<file path="src/rtl/cpu_irq_pkg.sv">
`default_nettype none
// ============================================================================
// Module      : cpu_irq_pkg
// Description : Shared types and constants for the CPU interrupt arbiter.
// Revision    : 1.0 - initial release
// ============================================================================
package cpu_irq_pkg;

    typedef enum logic [0:0] {
        IDLE = 1'b0,
        HELD = 1'b1
    } irq_state_t;

    localparam logic [15:0] c_VEC_BASE_DEFAULT = 16'hFFE0;

endpackage
`default_nettype wire

</file>
<file path="src/rtl/cpu_irq_arbiter_if.sv">
`default_nettype none
// ============================================================================
// Module      : cpu_irq_arbiter_if
// Description : Core-side request/grant bundle of the interrupt arbiter.
// Revision    : 1.0 - initial release
// ============================================================================
interface cpu_irq_arbiter_if #(
    parameter int NUM_SRC = 4,
    parameter int ID_W    = 4
);
    logic               ce;
    logic [NUM_SRC-1:0] src;
    logic [NUM_SRC-1:0] src_en;
    logic               irq_disable;
    logic               poll;
    logic               vec_ack;
    logic               ovf_clr;
    logic               int_req;
    logic [ID_W-1:0]    int_id;
    logic               int_nmi;
    logic [15:0]        int_vec;
    logic [NUM_SRC-1:0] pending;
    logic [NUM_SRC-1:0] ovf;

    modport master (
        output ce, src, src_en, irq_disable, poll, vec_ack, ovf_clr,
        input  int_req, int_id, int_nmi, int_vec, pending, ovf
    );

    modport slave (
        input  ce, src, src_en, irq_disable, poll, vec_ack, ovf_clr,
        output int_req, int_id, int_nmi, int_vec, pending, ovf
    );
endinterface
`default_nettype wire

</file>
<file path="src/rtl/irq_edge_latch.sv">
`default_nettype none
// ============================================================================
// Module      : irq_edge_latch
// Description : Per-source rising-edge detector with sticky pending/overflow.
// Revision    : 1.0 - initial release
// ============================================================================
module irq_edge_latch (
    input  wire logic clk,
    input  wire logic reset,
    input  wire logic i_ce,
    input  wire logic i_src,
    input  wire logic i_en,
    input  wire logic i_clr,
    input  wire logic i_ovf_clr,
    output logic      o_pending,
    output logic      o_ovf
);
    logic r_prev;
    logic r_latch;
    logic r_ovf;
    logic w_rise;

    assign w_rise    = i_src & ~r_prev;
    assign o_pending = r_latch;
    assign o_ovf     = r_ovf;

    // A new edge outranks an ack clear so a request arriving during the
    // vector fetch is never dropped.
    always_ff @(posedge clk) begin
        if (reset) begin
            r_prev  <= 1'b0;
            r_latch <= 1'b0;
            r_ovf   <= 1'b0;
        end else if (i_ce) begin
            r_prev <= i_src;
            if (w_rise && i_en)
                r_latch <= 1'b1;
            else if (i_clr)
                r_latch <= 1'b0;
            if (w_rise && r_latch && !i_clr)
                r_ovf <= 1'b1;
            else if (i_ovf_clr)
                r_ovf <= 1'b0;
        end
    end
endmodule
`default_nettype wire

</file>
<file path="src/rtl/cpu_irq_arbiter.sv">
`default_nettype none
// ============================================================================
// Module      : cpu_irq_arbiter
// Description : Prioritised N-source interrupt front-end for a 6502-class core.
// Revision    : 1.0 - initial release
// ============================================================================
module cpu_irq_arbiter
    import cpu_irq_pkg::*;
#(
    parameter int                 NUM_SRC   = 4,
    parameter int                 ID_W      = 4,
    parameter logic [NUM_SRC-1:0] EDGE_MASK = NUM_SRC'(1),
    parameter logic [NUM_SRC-1:0] NMI_MASK  = NUM_SRC'(1),
    parameter logic [15:0]        VEC_BASE  = c_VEC_BASE_DEFAULT
) (
    input  wire logic         clk,
    input  wire logic         reset,
    cpu_irq_arbiter_if.slave  bus
);
    irq_state_t         r_state;
    logic               r_int_req;
    logic [ID_W-1:0]    r_int_id;
    logic               r_int_nmi;
    logic [NUM_SRC-1:0] w_pending;
    logic [NUM_SRC-1:0] w_ovf;
    logic [NUM_SRC-1:0] w_elig;
    logic [ID_W-1:0]    w_winner;
    logic               w_win_nmi;

    generate
        for (genvar i = 0; i < NUM_SRC; i++) begin : g_src
            if (EDGE_MASK[i]) begin : g_edge
                logic w_ack_clr;
                assign w_ack_clr = (r_state == HELD) & bus.vec_ack & (r_int_id == ID_W'(i));

                irq_edge_latch u_latch (
                    .clk       (clk),
                    .reset     (reset),
                    .i_ce      (bus.ce),
                    .i_src     (bus.src[i]),
                    .i_en      (bus.src_en[i]),
                    .i_clr     (w_ack_clr),
                    .i_ovf_clr (bus.ovf_clr),
                    .o_pending (w_pending[i]),
                    .o_ovf     (w_ovf[i])
                );
            end else begin : g_level
                logic r_lvl;
                always_ff @(posedge clk) begin
                    if (reset)
                        r_lvl <= 1'b0;
                    else if (bus.ce)
                        r_lvl <= bus.src[i] & bus.src_en[i];
                end
                assign w_pending[i] = r_lvl;
                assign w_ovf[i]     = 1'b0;
            end
        end
    endgenerate

    assign w_elig = w_pending & (NMI_MASK | {NUM_SRC{~bus.irq_disable}});

    // Scanning downward leaves the lowest eligible index as the winner.
    always_comb begin
        w_winner  = '0;
        w_win_nmi = 1'b0;
        for (int i = NUM_SRC - 1; i >= 0; i--) begin
            if (w_elig[i]) begin
                w_winner  = ID_W'(i);
                w_win_nmi = NMI_MASK[i];
            end
        end
    end

    always_ff @(posedge clk) begin
        if (reset) begin
            r_state   <= IDLE;
            r_int_req <= 1'b0;
            r_int_id  <= '0;
            r_int_nmi <= 1'b0;
        end else if (bus.ce) begin
            case (r_state)
                IDLE: begin
                    if (bus.poll && (|w_elig)) begin
                        r_int_id  <= w_winner;
                        r_int_nmi <= w_win_nmi;
                        r_int_req <= 1'b1;
                        r_state   <= HELD;
                    end
                end
                HELD: begin
                    if (bus.vec_ack) begin
                        r_int_req <= 1'b0;
                        r_state   <= IDLE;
                    end
                end
                default: r_state <= IDLE;
            endcase
        end
    end

    assign bus.int_req = r_int_req;
    assign bus.int_id  = r_int_id;
    assign bus.int_nmi = r_int_nmi;
    assign bus.int_vec = VEC_BASE + 16'({r_int_id, 1'b0});
    assign bus.pending = w_pending;
    assign bus.ovf     = w_ovf;
endmodule
`default_nettype wire

</file>
<file path="src/flat_wrapper.sv">
// flat-port wrapper written by rule: the top's interface ports become plain ports
module cpu_irq_arbiter_flat import cpu_irq_pkg::*;
#(
    parameter int                 NUM_SRC   = 4,
    parameter int                 ID_W      = 4,
    parameter logic [NUM_SRC-1:0] EDGE_MASK = NUM_SRC'(1),
    parameter logic [NUM_SRC-1:0] NMI_MASK  = NUM_SRC'(1),
    parameter logic [15:0]        VEC_BASE  = c_VEC_BASE_DEFAULT
)
  (clk, reset, bus_ce, bus_src, bus_src_en, bus_irq_disable, bus_poll, bus_vec_ack, bus_ovf_clr, bus_int_req, bus_int_id, bus_int_nmi, bus_int_vec, bus_pending, bus_ovf);
  cpu_irq_arbiter_if #(.NUM_SRC(NUM_SRC), .ID_W(ID_W)) bus_i ();
  input  wire logic clk;
  input  wire logic reset;
  input wire logic [$bits(bus_i.ce)-1:0] bus_ce;
  input wire logic [$bits(bus_i.src)-1:0] bus_src;
  input wire logic [$bits(bus_i.src_en)-1:0] bus_src_en;
  input wire logic [$bits(bus_i.irq_disable)-1:0] bus_irq_disable;
  input wire logic [$bits(bus_i.poll)-1:0] bus_poll;
  input wire logic [$bits(bus_i.vec_ack)-1:0] bus_vec_ack;
  input wire logic [$bits(bus_i.ovf_clr)-1:0] bus_ovf_clr;
  output wire logic [$bits(bus_i.int_req)-1:0] bus_int_req;
  output wire logic [$bits(bus_i.int_id)-1:0] bus_int_id;
  output wire logic [$bits(bus_i.int_nmi)-1:0] bus_int_nmi;
  output wire logic [$bits(bus_i.int_vec)-1:0] bus_int_vec;
  output wire logic [$bits(bus_i.pending)-1:0] bus_pending;
  output wire logic [$bits(bus_i.ovf)-1:0] bus_ovf;
  assign bus_i.ce = bus_ce;
  assign bus_i.src = bus_src;
  assign bus_i.src_en = bus_src_en;
  assign bus_i.irq_disable = bus_irq_disable;
  assign bus_i.poll = bus_poll;
  assign bus_i.vec_ack = bus_vec_ack;
  assign bus_i.ovf_clr = bus_ovf_clr;
  assign bus_int_req = bus_i.int_req;
  assign bus_int_id = bus_i.int_id;
  assign bus_int_nmi = bus_i.int_nmi;
  assign bus_int_vec = bus_i.int_vec;
  assign bus_pending = bus_i.pending;
  assign bus_ovf = bus_i.ovf;
  cpu_irq_arbiter #(.NUM_SRC(NUM_SRC), .ID_W(ID_W), .EDGE_MASK(EDGE_MASK), .NMI_MASK(NMI_MASK), .VEC_BASE(VEC_BASE)) u_core (.clk(clk), .reset(reset), .bus(bus_i));
endmodule
</file>
<file path="config.mk">
export PLATFORM = sky130hd
export DESIGN_NAME = cpu_irq_arbiter_flat
export DESIGN_NICKNAME = d
export VERILOG_FILES = /design/src/rtl/cpu_irq_pkg.sv /design/src/rtl/cpu_irq_arbiter_if.sv /design/src/rtl/irq_edge_latch.sv /design/src/rtl/cpu_irq_arbiter.sv /design/src/flat_wrapper.sv
export SDC_FILE = /design/constraint.sdc
export NUM_CORES = 1
export LEC_CHECK = 0
export ABC_AREA = 1
export CAP_MARGIN = 20
export CORE_AREA = 2 2 46 48
export CTS_BUF_LIST = sky130_fd_sc_hd__clkbuf_8
export CTS_CLUSTER_DIAMETER = 40
export DETAILED_ROUTE_END_ITERATION = 10
export DIE_AREA = 0 0 48 50
export PLACE_DENSITY = 0.87
export SLEW_MARGIN = 30
export SYNTH_ARGS = -nofsm -noshare
export SYNTH_HDL_FRONTEND = slang
export SYNTH_HIERARCHICAL = 1
export SYNTH_SLANG_ARGS = --single-unit
</file>
<file path="constraint.sdc">
create_clock -name clk -period 2.85 [get_ports clk]
set_clock_uncertainty 0.1 [all_clocks]
set_input_delay 0.855 -clock clk [delete_from_list [all_inputs] [get_ports clk]]
set_output_delay 0.855 -clock clk [all_outputs]
set_load 0.02 [all_outputs]
</file>
# Yosys cells after proc, flatten, opt, wreduce, memory -nomap -nowiden
# Index checks and enable logic that the tools add are counted.
# Widths: inputs -> output; s select.
dict set report totals {
  elab_cells 51
  reg_bits 13
}
dict set report classes {
  n_reduce_logical 13
  muxes 15
  n_eq_ne 2
  n_addsub 1
  bitwise_logic 10
}
# cell n
set ops {}
lappend ops {{$mux 1} 9}
lappend ops {{$mux 2} 4}
lappend ops {{$add 6x6->7 const A} 1}
lappend ops {{$and 1x1->1} 6}
lappend ops {{$reduce_and 3->1} 2}
lappend ops {{$and 4x4->4} 1}
lappend ops {{$logic_and 1x1->1} 4}
lappend ops {{$logic_not 4->1} 1}
lappend ops {{$pmux 1 s2} 2}
lappend ops {{$reduce_and 2->1} 2}
lappend ops {{$reduce_bool 2->1} 2}
lappend ops {{$reduce_or 4->1} 1}
lappend ops {{$not 1->1} 3}
lappend ops {{$ne 2x1->1 const B} 1}
lappend ops {{$ne 2x2->1 const B} 1}
lappend ops {{$logic_not 1->1} 1}

# Longest topological paths before layout
dict set report logic_depth {
  depth_word 6
  ltp_mapped 7
  depth_no_buf 7
}

# Hierarchy
# Netlist, hierarchy kept.
# module area_each_um2 seq_area_each_um2 cells_each n_inst
set modules_own_cells {}
lappend modules_own_cells {cpu_irq_arbiter 589.3 160.2 81 1}
lappend modules_own_cells {irq_edge_latch 133.9 60.1 20 1}

# Worst setup path before layout
# No wires, ideal clock.
dict set report synth_path {
  path_kind {register to output}
  startpoint {register u_core.r_int_id[1], in the netlist u_core/bus.int_id[1]}
  endpoint {output port bus_int_vec[2]}
  stages_incl_launch_ff 2
  setup_slack_ns 1.255
  arrival_ns 0.640
  cell_sequence {dfxtp_1 buf_4}
}
dict set report synth_between {
  elab_chain_len 1
}
# element line_no
set synth_rtl {}
lappend synth_rtl {{start, declared} cpu_irq_arbiter.sv:22} ;# logic [ID_W-1:0] r_int_id;
lappend synth_rtl {{start signal, assigned} cpu_irq_arbiter.sv:85} ;# r_int_id <= w_winner;
lappend synth_rtl {{$add 6x6->7} cpu_irq_arbiter.sv:105} ;# assign bus.int_vec = VEC_BASE + 16'({r_int_id, 1'b0});
lappend synth_rtl {{end, declared} flat_wrapper.sv:24} ;# output wire logic [$bits(bus_i.int_vec)-1:0] bus_int_vec;
# Every way passes these cells.

# Worst setup path after layout
dict set report layout_path {
  startpoint {register u_core.g_src[0].g_edge.u_latch.r_latch}
  endpoint {output port bus_pending[0]}
}
# element line_no
set layout_lines {}
lappend layout_lines {{start, declared} irq_edge_latch.sv:19} ;# logic r_latch;
lappend layout_lines {{start signal, assigned} irq_edge_latch.sv:32} ;# r_latch <= 1'b0;
lappend layout_lines {{start signal, assigned} irq_edge_latch.sv:37} ;# r_latch <= 1'b1;
lappend layout_lines {{start signal, assigned} irq_edge_latch.sv:39} ;# r_latch <= 1'b0;
lappend layout_lines {{end, declared} flat_wrapper.sv:25} ;# output wire logic [$bits(bus_i.pending)-1:0] bus_pending;
# No word-level cell between the ends.

==> results.md <==
- The run finished with clean final reports.
- The number of buffers and inverters on the critical path is 1.
- After clock tree synthesis, the setup repair step added 0 buffers.
- Dividing the detail-routed via count by the number of cells gives 4.19.
- The post-synthesis instance total is 101.
- The number of global-route vias before repair is 514.
- The die width is 48 um.
- The number of pins exceeding their max-slew limit in the final report is 0.
- The clock sink count is 11.
- The reported leakage power is 0.453 nW.
- The initial core utilization is 38.0%.
- At the end of routability-driven placement, the weighted congestion stood at 0.789.
- The register-to-register setup slack is 1720 ps.
- The number of maximum-capacitance violations is 0.
- The final-report setup violation count is 0.
- Dividing the final minimum period by the clock period gives 78.8%.
- The per-instance average area after synthesis is 7.16 um^2.
- The hold buffer count at CTS is 0.
- The critical path data required time is 1900 ps.
- The first global-routing pass estimated 2170 um of wire.
- The number of input and output port buffers inserted is 25.
- Setup repair after global routing left no endpoint under its margin.
- In this design, the stage delay of the slowest critical-path cell is 640 ps.
- In this run the number of H-tree levels came out at 1.
- The overall power consumption is 425 uW.
- After global routing the overflow that remains totals 0.
- From bottom edge to top edge, the die measures 50 um.
- The first detailed-routing pass ran for 4 iterations.
- The number of cells on the worst reg-to-reg path is 5.
- The critical path is of the register to output port type.
- The initial antenna violation count is 0.
- The synthesized netlist occupies a cell area of 723 um^2.
- The dominant delay contributor by cell family on the critical path is buffers and inverters.
- The power density normalized to cell area is 458 mW/mm^2.
- The later pin in the worst-skew pair is clocked with a latency of 240 ps.
- The number of CTS-inserted buffers is 3.
- The worst path in the final design needs a cycle of 2250 ps, including I/O delays and setup.
- Row generation in the floorplan step produced 16 rows.
- Entering global routing, the biggest net connects 12 pins.
- The total cell area at the placement stage is 883 um^2.
- The number of inserted filler cells in the final layout is 188.
- For the worst setup path, the data arrival time is 1290 ps.
- In this run, post-CTS repair resized a total of 0 instances.
- Of the post-synthesis cell area, the dominant cell type holds 30.4%.
- The peak fanout along the critical path is 5.
- Once layout is done, the placed cells without fillers occupy 928 um^2.
- The type of origin of the critical path is a register.
- Pin placement for this block handled 45 I/O pins.
- The routed design has 1400 um of wire.
- The capturing point of the worst reg2reg path is u_core/g_src[0].g_edge.u_latch/o_pending.
- The half-perimeter wire length after detailed placement is 1130 um.
- Across every metal layer, demand over resource in global routing totals 12.8%.
- CTS placed an instance of sky130_fd_sc_hd__clkbuf_8 at the clock tree root.
- The final-report hold violation count came to 0.
- The total of flip-flops plus latches after synthesis is 11.
- The die covers 0.00240 mm^2.
- Of the cells placed in the final design, the portion with a size suffix greater than 1 is 9.84%.
- The DRC violation count after routing is 0.
- The area inside the core boundary is 0.00190 mm^2.
- Derived from the worst setup path, the maximum achievable clock frequency is 445 MHz.
- At the placement stage, the worst setup path has a slack of 538 ps.
- The largest individual stage delay along the critical path comes from the cell sky130_fd_sc_hd__clkdlybuf4s50_1.
- The origin of the worst min-delay path is u_core/g_src[0].g_edge.u_latch/o_ovf.
- The worst hold path terminates at u_core/g_src[0].g_edge.u_latch/o_ovf.
- The kind of capture point of the worst setup path is an output port.
- The initial detailed-routing violation count is 8.
- The biggest area contributor in the post-synthesis netlist is sky130_fd_sc_hd__dfxtp_1.
- The worst register-to-register path begins at u_core/r_state.
- The worst hold path passes through 2 cells.
- The TritonCTS clock tree is built.
- The number of buffers on the longest clock path is 2.
- The clock transition time at the flip-flop clock pins of the worst setup and hold paths is 50 ps.
- The critical path goes through clkdlybuf4s50_1.
- The warning count from the yosys run is 6.
- Detailed routing inserted a total of 625 vias.
- From synthesis to final layout, the design area changed by 28.4%.
- The worst-case vdd ir drop is 0.373 mV.
- Once routing completed, OpenROAD measured the worst setup slack at 604 ps.
- The number of nets in the finished design is 138.
- The antenna violation net count after detailed routing is 0.
- After detailed routing, the average wire length per cell comes to 9.42 um.
- 0 antenna diodes ended up in the layout.
- The count of unique library cells instantiated by Yosys is 20.
- By area the synthesized netlist is led by sky130_fd_sc_hd__dfxtp_1 30%, sky130_fd_sc_hd__buf_4 26%, sky130_fd_sc_hd__nand2_1 7.8%.
- The proportion of synthesized chip area in sequential cells is 30.4%.
- The start point of the critical path is u_core/g_src[0].g_edge.u_latch/o_pending.
- For the final routed database, the setup TNS stands at 0 ps.
- The class of the tightest hold or removal check is register to register.
[Yosys cell counts]
cell type                  number
sky130_fd_sc_hd__buf_4         25
sky130_fd_sc_hd__o21ai_1        2
sky130_fd_sc_hd__nand3_1        1
sky130_fd_sc_hd__conb_1         2
sky130_fd_sc_hd__nor2_1        13
sky130_fd_sc_hd__nor3_1         1
sky130_fd_sc_hd__inv_2          2
sky130_fd_sc_hd__nor2_8         1
sky130_fd_sc_hd__o21a_1         1
sky130_fd_sc_hd__nand2_4        1
sky130_fd_sc_hd__a21oi_1        8
sky130_fd_sc_hd__nand3b_1       1
sky130_fd_sc_hd__o21ai_0        4
sky130_fd_sc_hd__nand2_1       15
sky130_fd_sc_hd__nand2_2        2
sky130_fd_sc_hd__dfxtp_1       11
sky130_fd_sc_hd__inv_1          8
sky130_fd_sc_hd__nand3b_2       1
sky130_fd_sc_hd__a21oi_2        1
sky130_fd_sc_hd__nor2_2         1
[logic make-up (layout without fill, tap and decap cells)]
logic type | after synthesis | in the layout | synth area share, %
AO/OA/AOI/OAI | 16 | 16 | 11.9
flip-flops | 11 | 11 | 30.4
buffers and inverters | 35 | 39 | 31.1
other | 2 | 19 | 1.04
AND/OR/NAND/NOR | 37 | 37 | 25.4
[where the power goes]
part / switching, mW / internal (mW) / total, mW / leakage (nW)
clock: 0.0584 / 0.0945 / 0.153 / 0.0269
sequential: 0.00627 / 0.162 / 0.168 / 0.0899
combinational: 0.0621 / 0.0416 / 0.104 / 0.337
total: 0.127 / 0.298 / 0.425 / 0.453
[per-stage QoR]
| step | util [%] | instances | hold slack, ps |
|---|---|---|---|
| final | 48.8 | 149 | 379 |
| after global routing | 48.8 | 149 | 392 |
| after CTS | 48.8 | 149 | 382 |
| after detailed placement | 46.4 | 145 | 368 |
| after global placement | 46.4 | 145 | 366 |
| after floorplan | - | 118 | 375 |
[metal layers]
layer / wire length [um] / vias up / track usage [%]
li1: - / 310 / -
met1: 502 / 274 / 13.8
met2: 718 / 39 / 21.3
met3: 170 / 2 / 5.86
met4: 13 / 0 / 4.05
met5: 0 / - / 0
[layout by cell type, fill, tap and decap left out]
cell,synthesis,final
sky130_fd_sc_hd__dfxtp_1,11,11
sky130_fd_sc_hd__nor3_1,1,1
sky130_fd_sc_hd__nand2_4,1,1
sky130_fd_sc_hd__nand3b_2,1,1
sky130_fd_sc_hd__o21a_1,1,1
sky130_fd_sc_hd__conb_1,2,19
sky130_fd_sc_hd__o21ai_1,2,2
sky130_fd_sc_hd__nand2_2,2,2
sky130_fd_sc_hd__nor2_1,13,13
sky130_fd_sc_hd__nand2_1,15,15
sky130_fd_sc_hd__nor2_2,1,1
sky130_fd_sc_hd__a21oi_2,1,1
sky130_fd_sc_hd__nand3b_1,1,1
sky130_fd_sc_hd__nor2_8,1,1
sky130_fd_sc_hd__clkdlybuf4s50_1,0,25
sky130_fd_sc_hd__inv_1,8,9
sky130_fd_sc_hd__nand3_1,1,1
sky130_fd_sc_hd__clkbuf_8,0,3
sky130_fd_sc_hd__inv_2,2,2
sky130_fd_sc_hd__a21oi_1,8,8
sky130_fd_sc_hd__o21ai_0,4,4
[sequential cells by signal, summed over array words and instances, names as in the netlist]
name / flops
u_core/g_src.g_level.r_lvl: 3
u_core/bus.int_id: 2
u_core/bus.int_nmi: 1
u_core/bus.int_req: 1
u_core/g_src.g_edge.u_latch/o_ovf: 1
u_core/g_src.g_edge.u_latch/o_pending: 1
u_core/g_src.g_edge.u_latch/r_prev: 1
u_core/r_state: 1
[how the worst max path moves through the flow]
stage                      endpoint  depth (start not counted)
2_1_floorplan        bus_int_vec[2]                          1
3_3_place_gp   u_core/bus.int_id[0]                          6
3_5_place_dp     u_core/bus.int_req                          6
4_1_cts              bus_pending[0]                          1
5_1_grt              bus_pending[0]                          1
6_report             bus_pending[0]                          1
[cell type report]
class | instances | area [um^2] | area share (%)
Tap cell | 27 | 33.8 | 3.64
Timing Repair Buffer | 25 | 250 | 27.0
Multi-Input combinational cell | 72 | 342 | 36.8
Sequential cell | 11 | 220 | 23.7
Clock buffer | 3 | 41.3 | 4.45
Inverter | 10 | 37.5 | 4.04
Clock inverter | 1 | 3.75 | 0.404
Note: power is estimated with default switching activity, not from simulation.
